File: src/rtl/lsq_issue_arbiter.sv
// lsq_issue_arbiter: shares the single load/store queue issue port between the
// core issue path and NUM_RCA_PORTS accelerator memory ports. It grants one
// requester per cycle. It also tracks how many requests each accelerator port
// has in flight, and it keeps the issue order of accelerator requests so that
// each queue acceptance can be tagged back to the port that made it.
module lsq_issue_arbiter #(
  parameter int NUM_RCA_PORTS   = 4,
  parameter int ID_W            = 3,
  parameter int MAX_OUTSTANDING = 4,
  parameter int STARVE_LIMIT    = 3
) (
  input  logic                                 clk,
  input  logic                                 rst,
  input  logic                                 flush,
  input  logic                                 core_valid,
  output logic                                 core_ready,
  input  logic [31:0]                          core_addr,
  input  logic [31:0]                          core_data,
  input  logic                                 core_load,
  input  logic                                 core_store,
  input  logic [3:0]                           core_be,
  input  logic [2:0]                           core_fn3,
  input  logic [ID_W-1:0]                      core_id,
  input  logic [NUM_RCA_PORTS-1:0]             rca_valid,
  output logic [NUM_RCA_PORTS-1:0]             rca_ready,
  input  logic [32*NUM_RCA_PORTS-1:0]          rca_addr,
  input  logic [32*NUM_RCA_PORTS-1:0]          rca_data,
  input  logic [NUM_RCA_PORTS-1:0]             rca_load,
  input  logic [NUM_RCA_PORTS-1:0]             rca_store,
  input  logic [4*NUM_RCA_PORTS-1:0]           rca_be,
  input  logic [3*NUM_RCA_PORTS-1:0]           rca_fn3,
  input  logic [ID_W*NUM_RCA_PORTS-1:0]        rca_id,
  output logic                                 lsq_possible_issue,
  output logic                                 lsq_new_issue,
  output logic [31:0]                          lsq_addr,
  output logic [31:0]                          lsq_data,
  output logic                                 lsq_load,
  output logic                                 lsq_store,
  output logic [3:0]                           lsq_be,
  output logic [2:0]                           lsq_fn3,
  output logic [ID_W-1:0]                      lsq_id,
  output logic                                 lsq_rca_request,
  input  logic                                 lsq_accepted,
  input  logic                                 lsq_accepted_rca,
  output logic [$clog2(NUM_RCA_PORTS)-1:0]     accepted_port,
  output logic [NUM_RCA_PORTS*($clog2(MAX_OUTSTANDING)+1)-1:0] rca_outstanding
);

  localparam int PW    = $clog2(NUM_RCA_PORTS);
  localparam int CW    = $clog2(MAX_OUTSTANDING) + 1;
  localparam int SW    = $clog2(STARVE_LIMIT + 1);
  localparam int DEPTH = 1 << ID_W;

  logic [PW-1:0]            rr_ptr_q, rr_ptr_d;
  logic [SW-1:0]            starve_q, starve_d;
  logic [CW-1:0]            cnt_q [NUM_RCA_PORTS];
  logic [CW-1:0]            cnt_d [NUM_RCA_PORTS];
  logic [PW-1:0]            mem_q [DEPTH];
  logic [ID_W-1:0]          wr_ptr_q, wr_ptr_d, rd_ptr_q, rd_ptr_d;
  logic [ID_W:0]            fill_q, fill_d;

  logic [NUM_RCA_PORTS-1:0] rca_elig;
  logic                     any_rca, pick_rca, rca_found;
  logic                     possible, new_issue, grant_core, grant_rca;
  logic [PW-1:0]            rca_sel, scan_idx, fifo_head;
  logic                     pop_req, pop, push;
  logic                     inc, dec;

  assign fifo_head = mem_q[rd_ptr_q];
  assign pop_req   = lsq_accepted && lsq_accepted_rca;
  assign pop       = pop_req && (fill_q != '0);

  // A port may compete only while it has room for another in-flight request.
  always_comb begin
    rca_elig = '0;
    for (int p = 0; p < NUM_RCA_PORTS; p++)
      rca_elig[p] = rca_valid[p] && (cnt_q[p] < CW'(MAX_OUTSTANDING));
  end

  // Round-robin scan from rr_ptr, then decide between the core and the RCA candidate.
  always_comb begin
    rca_found = 1'b0;
    rca_sel   = '0;
    scan_idx  = '0;
    for (int k = 0; k < NUM_RCA_PORTS; k++) begin
      scan_idx = rr_ptr_q + PW'(k);
      if (!rca_found && rca_elig[scan_idx]) begin
        rca_found = 1'b1;
        rca_sel   = scan_idx;
      end
    end
    any_rca    = |rca_elig;
    // The core yields only after STARVE_LIMIT consecutive wins over waiting RCA ports.
    pick_rca   = any_rca && (!core_valid || (starve_q == SW'(STARVE_LIMIT)));
    possible   = !rst && (core_valid || any_rca);
    new_issue  = possible && !flush;
    grant_core = new_issue && !pick_rca;
    grant_rca  = new_issue && pick_rca;
    push       = grant_rca;
  end

  // Drive the queue issue fields from whichever requester won.
  always_comb begin
    lsq_possible_issue = possible;
    lsq_new_issue      = new_issue;
    lsq_rca_request    = possible && pick_rca;
    core_ready         = grant_core;
    rca_ready          = '0;
    if (grant_rca) rca_ready[rca_sel] = 1'b1;
    if (pick_rca) begin
      lsq_addr  = rca_addr[32*rca_sel +: 32];
      lsq_data  = rca_data[32*rca_sel +: 32];
      lsq_load  = rca_load[rca_sel];
      lsq_store = rca_store[rca_sel];
      lsq_be    = rca_be[4*rca_sel +: 4];
      lsq_fn3   = rca_fn3[3*rca_sel +: 3];
      lsq_id    = rca_id[ID_W*rca_sel +: ID_W];
    end else begin
      lsq_addr  = core_addr;
      lsq_data  = core_data;
      lsq_load  = core_load;
      lsq_store = core_store;
      lsq_be    = core_be;
      lsq_fn3   = core_fn3;
      lsq_id    = core_id;
    end
  end

  // Expose the head of the issue-order FIFO and the per-port in-flight counts.
  always_comb begin
    accepted_port   = fifo_head;
    rca_outstanding = '0;
    for (int p = 0; p < NUM_RCA_PORTS; p++)
      rca_outstanding[p*CW +: CW] = cnt_q[p];
  end

  // Next-state logic for the tracking state; a flush discards all of it.
  always_comb begin
    rr_ptr_d = rr_ptr_q;
    starve_d = starve_q;
    wr_ptr_d = wr_ptr_q;
    rd_ptr_d = rd_ptr_q;
    fill_d   = fill_q;
    inc      = 1'b0;
    dec      = 1'b0;
    for (int p = 0; p < NUM_RCA_PORTS; p++) cnt_d[p] = cnt_q[p];
    if (flush) begin
      rr_ptr_d = '0;
      starve_d = '0;
      wr_ptr_d = '0;
      rd_ptr_d = '0;
      fill_d   = '0;
      for (int p = 0; p < NUM_RCA_PORTS; p++) cnt_d[p] = '0;
    end else begin
      if (push) wr_ptr_d = wr_ptr_q + 1'b1;
      if (pop)  rd_ptr_d = rd_ptr_q + 1'b1;
      if (push && !pop)      fill_d = fill_q + 1'b1;
      else if (pop && !push) fill_d = fill_q - 1'b1;
      for (int p = 0; p < NUM_RCA_PORTS; p++) begin
        inc = grant_rca && (rca_sel == PW'(p));
        dec = pop && (fifo_head == PW'(p));
        if (inc && !dec)      cnt_d[p] = cnt_q[p] + 1'b1;
        else if (dec && !inc) cnt_d[p] = cnt_q[p] - 1'b1;
      end
      if (grant_rca) rr_ptr_d = rca_sel + 1'b1;
      if (grant_rca || !any_rca)
        starve_d = '0;
      else if (grant_core && (starve_q != SW'(STARVE_LIMIT)))
        starve_d = starve_q + 1'b1;
    end
  end

  // Control state registers with synchronous reset.
  always_ff @(posedge clk) begin
    if (rst) begin
      rr_ptr_q <= '0;
      starve_q <= '0;
      wr_ptr_q <= '0;
      rd_ptr_q <= '0;
      fill_q   <= '0;
      for (int p = 0; p < NUM_RCA_PORTS; p++) cnt_q[p] <= '0;
    end else begin
      rr_ptr_q <= rr_ptr_d;
      starve_q <= starve_d;
      wr_ptr_q <= wr_ptr_d;
      rd_ptr_q <= rd_ptr_d;
      fill_q   <= fill_d;
      for (int p = 0; p < NUM_RCA_PORTS; p++) cnt_q[p] <= cnt_d[p];
    end
  end

  // Issue-order storage holds only port numbers and needs no reset.
  always_ff @(posedge clk) begin
    if (push) mem_q[wr_ptr_q] <= rca_sel;
  end

  // An RCA pop with nothing recorded means the queue and this arbiter disagree.
  assert property (@(posedge clk) disable iff (rst) !(pop_req && (fill_q == '0)));
  // The queue holds at most DEPTH entries, so the order FIFO can never overflow.
  assert property (@(posedge clk) disable iff (rst) !(push && fill_q[ID_W] && !pop));

endmodule

File: config.mk
export PLATFORM = sky130hd
export DESIGN_NAME = lsq_issue_arbiter
export DESIGN_NICKNAME = d
export VERILOG_FILES = /design/src/rtl/lsq_issue_arbiter.sv
export SDC_FILE = /design/constraint.sdc
export NUM_CORES = 1
export LEC_CHECK = 0
export ABC_CLOCK_PERIOD_IN_PS = 2800
export CORE_AREA = 2 2 189 191
export DETAILED_ROUTE_END_ITERATION = 16
export DIE_AREA = 0 0 191 193
export PLACE_DENSITY = 0.58
export SETUP_SLACK_MARGIN = 0.2
export SLEW_MARGIN = 20
export SYNTH_ARGS = -nofsm -noshare
export SYNTH_HDL_FRONTEND = slang
export SYNTH_SLANG_ARGS = --single-unit
File: constraint.sdc
create_clock -name clk -period 2.8 [get_ports clk]
set_clock_uncertainty 0.1 [all_clocks]
set_input_delay 0.28 -clock clk [delete_from_list [all_inputs] [get_ports clk]]
set_output_delay 0.28 -clock clk [all_outputs]
set_load 0.03 [all_outputs]
==> results.md <==
- The worst register-to-register path ends at cnt_q[3][2].
- The number of buffers and inverters on the critical path is 6.
- The net count of the finished layout is 1626.
- The maximum achievable frequency is 348 MHz.
- The post-route DRC violation count is 0.
- Timing analysis after detailed placement gives a worst setup slack of -442 ps.
- The share of the Yosys chip area taken by registers is 19.2%.
- Subtracting the final worst setup slack from the clock period gives 2870 ps.
- The worst hold path terminates at fill_q[3].
- The kind of capture point of the worst setup path is an output port.
- At the end of the flow the core is filled with cells to 41.6%.
- The starting DRC count in detailed routing is 244.
- The floorplan has 69 rows.
- TritonCTS built the clock tree.
- Dividing the detail-routed via count by the number of cells gives 4.51.
- Setup violations remaining at the end of the flow were counted as 37.
- Global routing consumed, on the met2 layer, 31.9% of the routing resources.
- The via count of the first global-routing pass was 7935.
- The maximum count of clock buffers along a single path is 2.
- The number of antenna violations at the first check in global routing was 1.
- The run finished, with violations left.
- In the finished design, the share of the clock period the worst path needs comes to 103%.
- The die span in y is 193 um.
- Yosys printed 0 warnings.
- The met1 routing resource usage after global routing is 22.9%.
- The clock latency on the worst-skew pair is 290 ps.
- In this run the critical register-to-register path is launched from rr_ptr_q[0].
- The portion of synthesized cell area occupied by the leading cell type is 15.2%.
- The layout filler cell count is 3349.
- The first global-routing pass estimated 49300 um of wire.
- For the worst setup path, the data required time is 2420 ps.
- The number of nets still failing antenna checks after routing is 0.
- Yosys attributes the largest share of cell area to mux2i_1 (15%), a221oi_1 (12%), dfxtp_1 (11%).
- The critical path goes through or3b_4, a21oi_2, or2_4, inv_4, buf_6, and2_4, buf_12, buf_12, buf_12, a211oi_4, buf_6.
- The die covers 36900 um^2.
- The library cell contributing the largest single delay on the critical path is or3b_4.
- STA classifies the critical path startpoint as a flip-flop.
- The depth of the worst register-to-register path is 11.
- The total grt overflow is 0.
- The delay of the slowest cell on the worst path is 400 ps.
- The dominant delay contributor by cell family on the critical path is simple AND/OR/NAND/NOR gates.
- Input and output buffers added on the ports amount to 487.
- For the worst setup path, the data arrival time is 2490 ps.
- For this design the top-level I/O count stands at 488.
- The global-route layer with the greatest usage is met2.
- By instance count, the leading cell after synthesis is nor2_1.
- The minimum setup slack in the final design is -70.2 ps.
- The global router's overall resource usage is 17.8%.
- The core outline area is 35000 um^2.
- The number of levels in the clock H-tree is 2.
- The buffer type at the clock tree root is clkbuf_16.
- Counting every net in the synthesized netlist gives 1048.
- The worst relative slew slack is 59.6%.
- The routed length per placed instance is 21.7 um.
- The type of the most critical hold path is reg -> reg.
- The synthesized instance count is 643.
- Across all register-to-register paths, the minimum setup slack is -70 ps.
- The first detailed-routing pass ran for 4 iterations.
- The clock slew at the register clock pins of the worst setup and hold paths is 60 ps.
- The startpoint identified for the worst hold timing path is fill_q[3].
- Setup repair after global routing could not meet its margin everywhere.
- Hold is met by 408 ps.
- The critical path is of the reg -> out type.
- The number of buffers inserted during clock tree synthesis is 5.
- Hold repair after CTS inserted 0 buffers.
- The global-route met3 utilization is 2.46%.
- The congestion estimate from routability-driven global placement came to 0.806.
- In this run, synthesis produced a sequential element count of 45.
- In this run the power density over the cells is 314 nW/um^2.
- The post-detailed-placement half-perimeter wirelength is 25500 um.
- After synthesis, the most frequently instantiated cells are nor2_1 (106), mux2i_1 (84), and2_1 (77), a221oi_1 (76), a211oi_2 (40).
- The overall via count from detail_route is 7597.
- The initial utilization of the core area, before any placement, comes to 15.8%.
- In this run the cell area of the synthesized design comes to 5520 um^2.
- The checks that failed: negative setup slack.
- The maximum number of pins on one net before global-route repair is 46.
- IR analysis of the VDD net gives a maximum drop of 0.223 mV.
- The leakage power figure is 5.43 nW.
- The highest fanout seen on the critical path is 6.
- The final-report max-slew violation count came to 0.
- In the synthesized netlist the dominant register cell turns out to be dfxtp_1.
- From left edge to right edge, the die measures 191 um.
- The post-synthesis area per instance is 8.58 um^2.
- Counting stages on the worst path, the most repeated cell is buf_12.
- The clock net in this run drives a total of 45 sinks.
- The layout overhead on the synthesized area is 164%.
- The number of antenna repair diodes is 0.
- The share of flip-flops with an asynchronous set or reset is 0%.
- The wire length after detailed routing is 36500 um.
- The post-synthesis cell type with the largest combined area is mux2i_1.
- The share of layout cells above drive strength 1 is 39.2%.
- The final hold violation count came to 0.
- The transition time at the pin with the least slew margin is 606 ps.
- Across the run, the number of max-cap violations was 0.
- Yosys mapped a number of flops with a built-in enable equal to 16.
- Along the worst hold path, the cell count comes to 2.
- The number of distinct standard cells referenced by the synthesized netlist is 46.
-- per-layer routing --
metal / vias to the layer above / share of wire [%]
li1: 3565 / -
met5: - / 0
met1: 3710 / 42
met3: 26 / 5.8
met4: 0 / 1.3
met2: 296 / 51
-- power breakdown --
part | internal (W) | leakage [nW] | switching, W | total (W)
combinational | 0.00174 | 4.96 | 0.00153 | 0.00327
clock | 0.000355 | 0.0768 | 0.000251 | 0.000606
sequential | 0.000688 | 0.386 | 0.0000111 | 0.000699
-- what timing repair did --
action,CTS,global route
pin swaps,24,48
cloned,17,5
setup endpoints to repair,94,97
resized for setup,199,112
setup buffers,20,13
-- placed cells by master, fill, tap and decap left out, drive strengths merged, types with 3 or more instances in the layout --
cell / n
a221oi: 76
mux4: 4
a21oi: 8
o21ai: 6
and2: 77
inv: 12
nor2b: 5
fa: 5
nand2: 9
a211oi: 78
or3: 5
nor3: 9
buf: 222
nor2: 106
edfxtp: 16
xnor2: 5
clkbuf: 11
mux2i: 84
ha: 10
clkdlybuf4s50: 398
dfxtp: 29
xor2: 11
dlygate4sd2: 5
nand3: 3
nand2b: 6
-- worst min-delay path, cell delays in order (launching register included) --
cell	delay [ps]
dfxtp_1	310
o21ai_0	90
a21oi_2	60
-- metrics by stage --
step / instance area, um^2 / power, W / setup TNS [ps] / cells
2_1_floorplan: 6130 / 0.00198 / -1760 / 643
3_3_place_gp: 11900 / 0.00317 / -23490 / 1620
3_5_place_dp: 11900 / 0.00317 / -27600 / 1620
4_1_cts: 13700 / 0.00435 / -2090 / 1665
5_1_grt: 14500 / 0.00477 / -6090 / 1683
6_report: 14500 / 0.00457 / -1410 / 1683
-- layout make-up --
| class | instances | area [um^2] | area share (%) |
|---|---|---|---|
| sequential | 45 | 1080 | 7.42 |
| timing repair buffer | 633 | 6940 | 47.7 |
| clock buffer | 6 | 139 | 0.955 |
| multi-input combinational | 523 | 5740 | 39.4 |
| tap | 461 | 577 | 3.97 |
| clock inverter | 2 | 13.8 | 0.0946 |
| inverter | 13 | 60.1 | 0.413 |
-- registers in the layout, indices dropped and copies added, names as in the netlist, named ones only --
register / cells
cnt_q: 12
starve_q: 2
rr_ptr_q: 2
rd_ptr_q: 3
mem_q: 16
wr_ptr_q: 3
fill_q: 4
-- cell families after synthesis --
kind of cell,Yosys count,share of synthesized area [%]
AO/OA/AOI/OAI,175,28.9
XOR/XNOR,16,2.54
adder cells (fa/ha/maj),15,4.08
buffers and inverters,75,7.62
flip-flops,45,19.2
multiplexers,89,17.1
AND/OR/NAND/NOR,228,20.6
-- worst max path at each step --
stage                  from            to  slack, ps  cells past startpoint
4_1_cts         cnt_q[0][2]  lsq_data[19]        -80                     11
3_3_place_gp   rca_valid[0]  lsq_addr[13]       -400                      9
5_1_grt         rr_ptr_q[0]   cnt_q[3][2]       -160                     11
3_5_place_dp   rca_valid[0]  lsq_addr[13]       -440                      9
6_report        rr_ptr_q[0]  lsq_data[13]        -70                     11
2_1_floorplan   cnt_q[0][2]   cnt_q[2][2]       -440                     13
No activity file was read; power rests on OpenSTA's default activity.
